## src/rtl/vga_pkg.sv

```systemverilog
// vga_pkg: shared types, palette table and 1280x800@60 timing defaults
// for the vga_scanout slice.
package vga_pkg;

    // 1280x800@60 timing and frame-window defaults
    localparam int DEF_COOR_WIDTH  = 12;
    localparam int DEF_HSIZE       = 1280;
    localparam int DEF_HFP         = 1344;
    localparam int DEF_HSP         = 1480;
    localparam int DEF_HMAX        = 1680;
    localparam int DEF_VSIZE       = 800;
    localparam int DEF_VFP         = 801;
    localparam int DEF_VSP         = 804;
    localparam int DEF_VMAX        = 828;
    localparam int DEF_PIX_BITS    = 2;
    localparam int DEF_ADDR_WIDTH  = 20;

    // Pixel index as stored in the frame RAM
    typedef logic [DEF_PIX_BITS-1:0] pix_idx_t;

    // Packed 8:8:8 colour, red in the top byte
    typedef logic [23:0] rgb_t;

    // Video control bits carried down the alignment pipeline (active-high
    // internally; sync polarity is applied at the output register)
    typedef struct packed {
        logic hs;
        logic vs;
        logic de;
        logic inf;
    } vid_ctl_t;

    // Four-entry palette; index 0 is deliberately not black so that the
    // blanking of non-frame pixels is distinguishable from a zero index
    localparam rgb_t PALETTE [4] = '{
        24'h1F3F5F,
        24'hFFFFFF,
        24'hFF8000,
        24'h0080FF
    };

    // Wider indices wrap onto the four-entry table
    function automatic rgb_t palette_rgb(input logic [1:0] idx);
        return PALETTE[idx];
    endfunction

endpackage

```

## src/rtl/vga_palette.sv

```systemverilog
// vga_palette: registered index-to-RGB lookup using the vga_pkg table.
// Output is forced to black when i_enable is low.
module vga_palette
    import vga_pkg::*;
#(
    parameter int PIX_BITS = 2
) (
    input  logic                clk_vga,
    input  logic                rst_n,
    input  logic [PIX_BITS-1:0] i_index,
    input  logic                i_enable,
    output logic [7:0]          o_red,
    output logic [7:0]          o_green,
    output logic [7:0]          o_blue
);

    logic [1:0] w_sel;
    rgb_t       r_rgb;

    assign w_sel = 2'(i_index);

    // Register the looked-up colour, or black outside the frame window
    always_ff @(posedge clk_vga or negedge rst_n) begin
        if (!rst_n) begin
            r_rgb <= '0;
        end else if (i_enable) begin
            r_rgb <= palette_rgb(w_sel);
        end else begin
            r_rgb <= '0;
        end
    end

    assign o_red   = r_rgb[23:16];
    assign o_green = r_rgb[15:8];
    assign o_blue  = r_rgb[7:0];

endmodule

```

## src/rtl/vga_scanout.sv

```systemverilog
// vga_scanout: VGA timing, double-buffered frame read, palette lookup and
// sync/data alignment in one clock domain. Page flips are taken only at the
// swap point (v==VSIZE, h==0). Optional macro VGA_SCALE2_EN shows each
// stored pixel as a 2x2 block.
module vga_scanout
    import vga_pkg::*;
#(
    parameter int COOR_WIDTH   = DEF_COOR_WIDTH,
    parameter int HSIZE        = DEF_HSIZE,
    parameter int HFP          = DEF_HFP,
    parameter int HSP          = DEF_HSP,
    parameter int HMAX         = DEF_HMAX,
    parameter int VSIZE        = DEF_VSIZE,
    parameter int VFP          = DEF_VFP,
    parameter int VSP          = DEF_VSP,
    parameter int VMAX         = DEF_VMAX,
    parameter bit HSPP         = 1'b1,
    parameter bit VSPP         = 1'b1,
    parameter int FRAME_LEFT   = 0,
    parameter int FRAME_RIGHT  = 1280,
    parameter int FRAME_TOP    = 250,
    parameter int FRAME_BOTTOM = 550,
    parameter int PIX_BITS     = DEF_PIX_BITS,
    parameter int RD_LATENCY   = 1,
    parameter int ADDR_WIDTH   = DEF_ADDR_WIDTH
) (
    input  logic                  clk_vga,
    input  logic                  rst_n,
    input  logic                  flip_req,
    output logic                  flip_ack,
    output logic                  write_page,
    output logic [15:0]           frame_count,
    output logic                  rd_en,
    output logic [ADDR_WIDTH-1:0] rd_addr,
    input  logic [PIX_BITS-1:0]   rd_data,
    output logic                  hsync,
    output logic                  vsync,
    output logic                  data_enable,
    output logic [7:0]            out_red,
    output logic [7:0]            out_green,
    output logic [7:0]            out_blue
);

    localparam int FRAME_W = FRAME_RIGHT - FRAME_LEFT;
    localparam int FRAME_H = FRAME_BOTTOM - FRAME_TOP;
`ifdef VGA_SCALE2_EN
    localparam int PAGE_SIZE = (FRAME_W * FRAME_H) / 4;
`else
    localparam int PAGE_SIZE = FRAME_W * FRAME_H;
`endif
    localparam logic [ADDR_WIDTH-1:0] PAGE_BASE = ADDR_WIDTH'(PAGE_SIZE);

    // Reject timing/window combinations the datapath cannot handle
    if (FRAME_RIGHT > HSIZE || FRAME_LEFT >= FRAME_RIGHT) begin : g_bad_hwin
        $error("vga_scanout: bad horizontal frame window");
    end
    if (FRAME_BOTTOM > VSIZE || FRAME_TOP >= FRAME_BOTTOM) begin : g_bad_vwin
        $error("vga_scanout: bad vertical frame window");
    end
    if (!(HSIZE < HFP && HFP < HSP && HSP <= HMAX)) begin : g_bad_htim
        $error("vga_scanout: bad horizontal timing");
    end
    if (!(VSIZE < VFP && VFP < VSP && VSP <= VMAX)) begin : g_bad_vtim
        $error("vga_scanout: bad vertical timing");
    end
    if ((longint'(2) * PAGE_SIZE) > (longint'(1) << ADDR_WIDTH)) begin : g_bad_addr
        $error("vga_scanout: two pages do not fit the address space");
    end
    if (RD_LATENCY < 1) begin : g_bad_lat
        $error("vga_scanout: RD_LATENCY must be at least 1");
    end
`ifdef VGA_SCALE2_EN
    if ((FRAME_W % 2) != 0 || (FRAME_H % 2) != 0) begin : g_bad_scale
        $error("vga_scanout: 2x2 scaling needs an even frame size");
    end
`endif

    logic [COOR_WIDTH-1:0] r_h;
    logic [COOR_WIDTH-1:0] r_v;
    int                    w_hi;
    int                    w_vi;
    logic                  w_in_frame;
    logic                  w_swap;
    logic [ADDR_WIDTH-1:0] w_base;

    logic                  r_read_page;
    logic [15:0]           r_frame_count;
    logic                  r_flip_ack;

    logic [ADDR_WIDTH-1:0] r_offset;
    logic [ADDR_WIDTH-1:0] r_rd_addr;

    vid_ctl_t              r_s0;
    vid_ctl_t              r_dly [RD_LATENCY];
    vid_ctl_t              w_aligned;

    logic                  r_hsync;
    logic                  r_vsync;
    logic                  r_de;

    assign w_hi       = int'(r_h);
    assign w_vi       = int'(r_v);
    assign w_in_frame = (w_hi >= FRAME_LEFT) && (w_hi < FRAME_RIGHT) &&
                        (w_vi >= FRAME_TOP)  && (w_vi < FRAME_BOTTOM);
    assign w_swap     = (w_vi == VSIZE) && (w_hi == 0);
    assign w_base     = r_read_page ? PAGE_BASE : '0;

`ifdef VGA_SCALE2_EN
    localparam bit FL_ODD = (FRAME_LEFT % 2) == 1;
    localparam bit FT_ODD = (FRAME_TOP % 2) == 1;

    logic                  w_h_odd;
    logic                  w_v_odd;
    logic                  w_last_col;
    logic [ADDR_WIDTH-1:0] r_line_start;

    assign w_h_odd    = r_h[0] ^ FL_ODD;
    assign w_v_odd    = r_v[0] ^ FT_ODD;
    assign w_last_col = (w_hi == FRAME_RIGHT - 1);
`endif

    // Free-running raster position: h wraps every line, v on each h wrap
    always_ff @(posedge clk_vga or negedge rst_n) begin
        if (!rst_n) begin
            r_h <= '0;
            r_v <= '0;
        end else if (w_hi == HMAX - 1) begin
            r_h <= '0;
            if (w_vi == VMAX - 1) begin
                r_v <= '0;
            end else begin
                r_v <= r_v + 1'b1;
            end
        end else begin
            r_h <= r_h + 1'b1;
        end
    end

    // Page swap and frame counting at the swap point; ack follows one cycle later
    always_ff @(posedge clk_vga or negedge rst_n) begin
        if (!rst_n) begin
            r_read_page   <= 1'b0;
            r_frame_count <= '0;
            r_flip_ack    <= 1'b0;
        end else begin
            r_flip_ack <= w_swap && flip_req;
            if (w_swap) begin
                r_frame_count <= r_frame_count + 1'b1;
                if (flip_req) begin
                    r_read_page <= ~r_read_page;
                end
            end
        end
    end

    // Stage 0: decode sync/active/frame windows from the raster position
    always_ff @(posedge clk_vga or negedge rst_n) begin
        if (!rst_n) begin
            r_s0 <= '0;
        end else begin
            r_s0.hs  <= (w_hi >= HFP) && (w_hi < HSP);
            r_s0.vs  <= (w_vi >= VFP) && (w_vi < VSP);
            r_s0.de  <= (w_hi < HSIZE) && (w_vi < VSIZE);
            r_s0.inf <= w_in_frame;
        end
    end

    // Read address: page base plus an offset walked incrementally per frame pixel
    always_ff @(posedge clk_vga or negedge rst_n) begin
        if (!rst_n) begin
            r_offset  <= '0;
            r_rd_addr <= '0;
`ifdef VGA_SCALE2_EN
            r_line_start <= '0;
`endif
        end else if (w_swap) begin
            r_offset <= '0;
`ifdef VGA_SCALE2_EN
            r_line_start <= '0;
`endif
        end else if (w_in_frame) begin
            r_rd_addr <= w_base + r_offset;
`ifdef VGA_SCALE2_EN
            if (w_last_col) begin
                if (w_v_odd) begin
                    r_offset     <= r_offset + 1'b1;
                    r_line_start <= r_offset + 1'b1;
                end else begin
                    r_offset <= r_line_start;
                end
            end else if (w_h_odd) begin
                r_offset <= r_offset + 1'b1;
            end
`else
            r_offset <= r_offset + 1'b1;
`endif
        end
    end

    // Delay the control bits so they line up with rd_data
    always_ff @(posedge clk_vga or negedge rst_n) begin
        if (!rst_n) begin
            for (int i = 0; i < RD_LATENCY; i++) begin
                r_dly[i] <= '0;
            end
        end else begin
            r_dly[0] <= r_s0;
            for (int i = 1; i < RD_LATENCY; i++) begin
                r_dly[i] <= r_dly[i-1];
            end
        end
    end

    assign w_aligned = r_dly[RD_LATENCY-1];

    // Output register for sync/enable, matching the palette register stage
    always_ff @(posedge clk_vga or negedge rst_n) begin
        if (!rst_n) begin
            r_hsync <= ~HSPP;
            r_vsync <= ~VSPP;
            r_de    <= 1'b0;
        end else begin
            r_hsync <= w_aligned.hs ? HSPP : ~HSPP;
            r_vsync <= w_aligned.vs ? VSPP : ~VSPP;
            r_de    <= w_aligned.de;
        end
    end

    vga_palette #(
        .PIX_BITS (PIX_BITS)
    ) u_palette (
        .clk_vga  (clk_vga),
        .rst_n    (rst_n),
        .i_index  (rd_data),
        .i_enable (w_aligned.inf),
        .o_red    (out_red),
        .o_green  (out_green),
        .o_blue   (out_blue)
    );

    assign flip_ack    = r_flip_ack;
    assign write_page  = ~r_read_page;
    assign frame_count = r_frame_count;
    assign rd_en       = r_s0.inf;
    assign rd_addr     = r_rd_addr;
    assign hsync       = r_hsync;
    assign vsync       = r_vsync;
    assign data_enable = r_de;

endmodule

```

## config.mk

```make
export PLATFORM = sky130hd
export DESIGN_NAME = vga_scanout
export DESIGN_NICKNAME = d
export VERILOG_FILES = /design/src/rtl/vga_pkg.sv /design/src/rtl/vga_palette.sv /design/src/rtl/vga_scanout.sv
export SDC_FILE = /design/constraint.sdc
export NUM_CORES = 1
export LEC_CHECK = 0
export CAP_MARGIN = 20
export CORE_ASPECT_RATIO = 1.5
export CORE_MARGIN = 2
export CORE_UTILIZATION = 50
export CTS_CLUSTER_DIAMETER = 150
export DETAILED_ROUTE_END_ITERATION = 16
export PLACE_DENSITY_LB_ADDON = 0.3
export SKIP_LAST_GASP = 1
export SLEW_MARGIN = 20
export SYNTH_ARGS = -nofsm -noshare
export SYNTH_HDL_FRONTEND = slang
export SYNTH_SLANG_ARGS = --single-unit
```

## constraint.sdc

```tcl
create_clock -name clk_vga -period 2.2 [get_ports clk_vga]
set_clock_uncertainty 0.1 [all_clocks]
set_input_delay 0.44 -clock clk_vga [delete_from_list [all_inputs] [get_ports clk_vga]]
set_output_delay 0.44 -clock clk_vga [all_outputs]
set_load 0.1 [all_outputs]
```

## Word-level counts from Yosys, hierarchy flattened

Index checks and enable logic that the tools add are counted.

| word-level totals | value |
|---|---|
| output and inout port bits | 66 |
| bits in registers | 117 |

| operators by class | value |
|---|---|
| bitwise operators | 3 |
| mux-type cells | 11 |
| equality and inequality tests | 3 |
| reduce and logical (&&, ||, !) cells | 12 |
| magnitude comparators | 10 |
| add/sub/neg operators | 5 |

Operators with widths:

| kind | number |
|---|---|
| 24-bit 2-to-1 mux | 3 |
| 24-bit binary-select mux with 2-bit select | 1 |
| 20-bit 2-to-1 mux | 2 |
| 12-bit by 10-bit less-than comparator with 1-bit output, second input constant | 3 |
| 32-bit zero test | 1 |
| 12-bit by 1-bit adder with 12-bit output, second input constant | 2 |
| 12-bit by 11-bit equality test with 1-bit output, second input constant | 2 |
| 12-bit by 11-bit less-than comparator with 1-bit output, second input constant | 2 |
| 12-bit 2-to-1 mux | 2 |
| 19-bit by 20-bit adder with 20-bit output | 1 |
| 20-bit by 1-bit adder with 20-bit output, second input constant | 1 |
| 19-bit 2-to-1 mux | 1 |
| 16-bit by 1-bit adder with 16-bit output, second input constant | 1 |
| 12-bit equality test, second input constant | 1 |
| 12-bit by 1-bit >= comparator with 1-bit output, second input constant | 1 |
| 12-bit by 10-bit >= comparator with 1-bit output, second input constant | 1 |
| 12-bit by 11-bit >= comparator with 1-bit output, second input constant | 1 |
| 12-bit by 8-bit >= comparator with 1-bit output, second input constant | 1 |
| 1-bit logical AND | 8 |
| 2-bit AND reduction | 2 |
| 3-bit >= comparator, second input constant | 1 |
| 2-bit inverter with 3-bit output | 1 |
| 1-bit 2-to-1 mux | 2 |
| 1-bit inverter | 2 |
| 2-bit nonzero test | 1 |

## Logic depth before layout (Yosys ltp)

| depth | value |
|---|---|
| depth in word-level cells | 6 |
| depth in mapped cells | 9 |
| mapped depth without buffers | 8 |

## By module

Synthesis repeated with hierarchy kept, for this count alone.

| second synthesis, totals | value |
|---|---|
| cell total of the unflattened synthesis | 498 |
| area total of the unflattened synthesis | 5,019.8 µm² |

Modules (own cells, without submodules):

| module | cells an instance | instances | area an instance (µm²) |
|---|---|---|---|
| vga_scanout | 461 | 1 | 4,601.9 |
| vga_palette | 37 | 1 | 417.9 |

## Least setup slack after synthesis

OpenSTA, ideal clock, no wires.

| timing path | value |
|---|---|
| kind | register to register |
| start | reg r_read_page |
| end | reg r_rd_addr[18] (netlist: rd_addr[18]) |
| cell stages (with the launch flop) | 8 |
| data arrival time | 2.282 ns |
| data required time | 1.980 ns |
| buffers on the path | 0 |
| setup slack | -0.301 ns |
| library setup time | 0.120 ns |
| clock period less this slack | 2.501 ns |
| cells stage by stage | dfrtp_1 > inv_1 > fa_1 > nor2b_1 > o21ba_2 > o2111ai_1 > a21o_1 > a31o_1 |

| on the way | value |
|---|---|
| longest elaborated chain between the ends | 2 |

Ends and longest elaborated chain:

| element | line | RTL |
|---|---|---|
| from (decl) | vga_scanout.sv:86 | `logic r_read_page;` |
| from (signal assigned) | vga_scanout.sv:150 | `r_read_page <= ~r_read_page;` |
| 19-bit 2-to-1 mux | vga_scanout.sv:106 | `assign w_base = r_read_page ? PAGE_BASE : '0;` |
| 19-bit by 20-bit adder with 20-bit output | vga_scanout.sv:182 | `r_rd_addr <= w_base + r_offset;` |
| to (signal assigned) | vga_scanout.sv:182 |  |
| to (decl) | vga_scanout.sv:91 | `logic [ADDR_WIDTH-1:0] r_rd_addr;` |

No other way between the ends.
A chain may end at the register's enable or synchronous reset.

## Worst setup path after layout

| timing path | value |
|---|---|
| start | reg r_v[6] |
| end | reg r_offset[12] |

| on the way | value |
|---|---|
| longest elaborated chain between the ends | 4 |

Ends and longest elaborated chain:

| element | line | RTL |
|---|---|---|
| from (decl) | vga_scanout.sv:79 | `logic [COOR_WIDTH-1:0] r_v;` |
| from (signal assigned) | vga_scanout.sv:132 | `r_v <= r_v + 1'b1;` |
| 12-bit by 8-bit >= comparator with 1-bit output | vga_scanout.sv:104 | `(w_vi >= FRAME_TOP) && (w_vi < FRAME_BOTTOM);` |
| 1-bit logical AND | vga_scanout.sv:103 | `assign w_in_frame = (w_hi >= FRAME_LEFT) && (w_hi < FRAME_RIGHT) &&` |
| 1-bit logical AND | vga_scanout.sv:104 |  |
| 2-bit nonzero test (no line) | - |  |
| to (signal assigned) | vga_scanout.sv:195 | `r_offset <= r_offset + 1'b1;` |
| to (decl) | vga_scanout.sv:90 | `logic [ADDR_WIDTH-1:0] r_offset;` |

Several ways; a longest one is shown, not always the timed one.

==> metrics.md <==
| Metric | Value |
|---|---|
| Cell Pwr Density | `527.6 mW/mm^2` |
| CP dominant cell by count | `or4b_4` |
| Flop pwr share | `0.519` |
| Startpoint types | `register` |
| Cells after synthesis | `495` |
| Sw Pwr | `0.7867 mW` |
| Placement Rows | `44` |
| HPWL Detailed | `8.289 mm` |
| Adder-cell area share of the yosys netlist | `0.05361` |
| Slowest cell on the critical path | `or4b_4` |
| Largest net degree at the start of global routing | `41` |
| Most common cell in the netlist | `dfrtp_1` |
| DR WL met2 | `6.418 mm` |
| Gr usage total | `0.2242` |
| Initial antenna violation count | `0` |
| Register area share after synthesis | `0.4964` |
| Placeable core area | `0.009744 mm^2` |
| Max-cap violation count | `0` |
| Switching Share | `0.2219` |
| Multi-input gate area | `0.002509 mm^2` |
| FF/Latch Area | `0.002511 mm^2` |
| Yosys cell types | `55` |
| Hold Violations, Final | `0` |
| Drt drc | `0` |
| Post-route design area | `0.006720 mm^2` |
| Setup WS pre-CTS | `-181.2 ps` |
| CTS Buffer Depth | `2` |
| Synth area leader | `dfrtp_1` |
| Top Layer Used | `met4` |
| RePlAce Congestion | `0.8816` |
| WP buf/inv | `1` |
| R2r startpoint | `r_v[6]` |
| Status | `finished with violations` |
| FF+latch count, synth | `100` |
| Iteration-0 DRC Markers | `295` |
| Synth Area in XOR/XNOR | `0.06428` |
| Mux contribution to synthesized area | `0.01986` |
| Final setup violation count | `13` |
| Via count | `4079` |
| Slew @ Worst Pin | `552.0 ps` |
| Top FF cell, synth | `dfrtp_1` |
| FF-to-FF End | `r_offset[12]` |
| Final setup margin | `-59.92 ps` |
| CTS H-tree lvls | `3` |
| Chip width | `85.99 um` |
| Worst-path clk slew | `70 ps` |
| Period utilisation layout | `1.027` |
| First-pass GRT wire length | `19.49 mm` |
| Fill count | `721` |
| Routed Antenna Nets | `0` |
| Final nets | `630` |
| Number of buffers added on ports | `70` |
| CP Class | `register to register` |
| Die Height | `127.0 um` |
| Highest Clock Rate | `442.5 MHz` |
| Final Util | `0.6897` |
| Gate power share | `0.027` |
| EDFF count, synth | `0` |
| DRT Pass-1 Iters | `4` |
| Cell area after synthesis | `0.005041 mm^2` |
| CTS buffer count | `9` |
| Int Power | `2.759 mW` |
| Post-synth net total | `521` |
| Synth cell count leaders | `100 x dfrtp_1, 45 x nand2_1, 26 x xor2_1` |
| Crit path depth | `6` |
| Crit-path cells | `or4b_4 > a21oi_4 > o31ai_4 > buf_12 > or4b_4 > a21oi_2` |
| Syn-to-layout area delta | `33.31%` |
| TritonCTS sink count | `100` |
| Antenna Cells | `0` |
| Met3 wire length | `526 um` |
| Clock power frac | `0.454` |
| Largest family of logic cells by synthesized area | `simple AND/OR/NAND/NOR gates` |
| Post-synthesis compound-gate area fraction | `0.1070` |
| Tmin final | `2260 ps` |
| Final WL | `11.72 mm` |
| Metal1 wirelength | `4.399 mm` |
| Setup repair after global routing missed its margin | `yes` |
| Pins Over Slew Limit | `0` |
| Vias in the first global route | `4198` |
| Routed WL per cell | `16.19 um` |
| R2R Setup Slk | `-60 ps` |
| Num ports | `71` |
| Synth top area share | `0.4964` |
| Worst hold slack | `249.1 ps` |
| Worst-Skew Late Latency | `350 ps` |
| Async SR Flop Fraction | `1.000` |
| Proportion of layout cells with a drive suffix above 1 | `0.3481` |
| Capture point of the worst path | `r_offset[12]` |
| Vias per std cell | `5.634` |
| Initial Util | `0.5173` |
| Synth Area per Inst | `10.18 um^2` |
| Cell at the root of the clock tree | `clkbuf_16` |
| Tightest Hold Check Type | `register to register` |
| Area contributors post-synth | `dfrtp_1 50%, ha_1 5.0%, xor2_1 4.5%` |
| Crit path required time | `2390 ps` |
| Slowest cell delay on critical path | `550 ps` |
| CTS tree | `built` |
| CP top delay family | `simple AND/OR/NAND/NOR gates` |
| Synth warn | `0` |
| Failing checks | `negative setup slack` |
| Final Power | `3.546 mW` |
| Reg2reg path depth | `6` |
| Post-Synth Simple-Gate Area | `0.1971` |
| Critical path origin | `r_v[6]` |
| Die Footprint | `0.01092 mm^2` |
| Crit path DAT | `2450 ps` |
| Worst-path maximum fanout | `18` |
| DP Area | `0.005966 mm^2` |
| Slew HR | `0.6273` |
| Pleak | `3.195 nW` |
| Critical path capture point type | `register` |
| Peak supply drop | `0.4467 mV` |
| GRT Residual Overflow | `0` |
## worst min-delay path by stage
stage / start / end / cells after the start
6_report: r_dly[1] / data_enable / 0
5_1_grt: r_dly[1] / data_enable / 0
4_1_cts: r_dly[1] / data_enable / 0
3_5_place_dp: r_dly[1] / data_enable / 0
3_3_place_gp: r_dly[2] / vsync / 0
2_1_floorplan: rst_n / data_enable / 0
## power groups by stage
stage	Sequential [mW]	Clock, mW	Combinational [mW]
6_report	1.84	1.61	0.0953
5_1_grt	1.84	1.71	0.109
3_5_place_dp	1.88	0	0.0954
2_1_floorplan	1.88	0	0.0251
4_1_cts	1.84	1.63	0.0973
3_3_place_gp	1.87	0	0.0934
## state kept, by name (all words and copies together), names as in the netlist
signal	flops
r_read_page	1
r_v	12
rd_addr	20
r_offset	20
r_s0	3
hsync	1
flip_ack	1
vsync	1
rd_en	1
r_dly	4
u_palette.r_rgb	7
r_h	12
frame_count	16
data_enable	1
## placed cells by master (no fill, tap or decap), types with 11 or more instances in the layout
| cell | Yosys | layout |
|---|---|---|
| buf_4 | 18 | 122 |
| xor2_1 | 26 | 26 |
| xnor2_1 | 11 | 11 |
| inv_1 | 21 | 19 |
| nor3_1 | 21 | 14 |
| nor2_1 | 19 | 17 |
| nand4_1 | 12 | 12 |
| dfrtp_1 | 100 | 93 |
| ha_1 | 20 | 18 |
| o21ai_1 | 23 | 23 |
| nand3_1 | 20 | 18 |
| nand2_1 | 45 | 44 |
## worst reg2reg max path, delay by kind of cell, from the launching register on
| kind | cells | cell delay [ps] |
|---|---|---|
| buffers and inverters | 1 | 160 |
| DFF | 1 | 420 |
| AOI/OAI and AO/OA | 3 | 450 |
| and+or+nand+nor | 2 | 1070 |
## per-layer routing
layer  global-route usage  up-vias
li1                     -     1954
met1               0.2427     1999
met2               0.4104       96
met3              0.04716       30
met4               0.1018        0
met5                    0        -
## kinds of logic (layout without fill, tap and decap cells)
family,Yosys count,count (layout)
multiplexers,9,9
AO/OA/AOI/OAI,84,84
AND/OR/NAND/NOR,181,181
XOR/XNOR,37,37
adder cells (fa/ha/maj),21,21
flip-flops,100,100
buffers and inverters,63,177
## metrics by stage
step           setup TNS [ps]  std cells
2_1_floorplan          -276.4        495
3_3_place_gp           -601.0        687
3_5_place_dp            -2039        687
4_1_cts                -763.7        718
5_1_grt                 -2286        724
6_report               -479.5        724
## layout make-up
| cell class | count | share of cell area |
|---|---|---|
| multi-input cells | 332 | 0.3733 |
| inverters | 22 | 0.01285 |
| clock inverters | 7 | 0.01136 |
| repair buffers | 139 | 0.1739 |
| flip-flops and latches | 100 | 0.3737 |
| well taps | 115 | 0.02141 |
| clock buffers | 9 | 0.03351 |
## what timing repair did
| action | 4_1_cts | 5_1_grt |
|---|---|---|
| gates resized for setup | 28 | 30 |
| buffers inserted | 14 | 5 |
| hold buffers | 1 | 0 |
| gates cloned | 0 | 1 |
| pin swaps | 26 | 21 |
| hold endpoints to repair | 24 | 0 |
| endpoints found under the setup margin | 30 | 52 |
No activity file was read; power rests on OpenSTA's default activity.
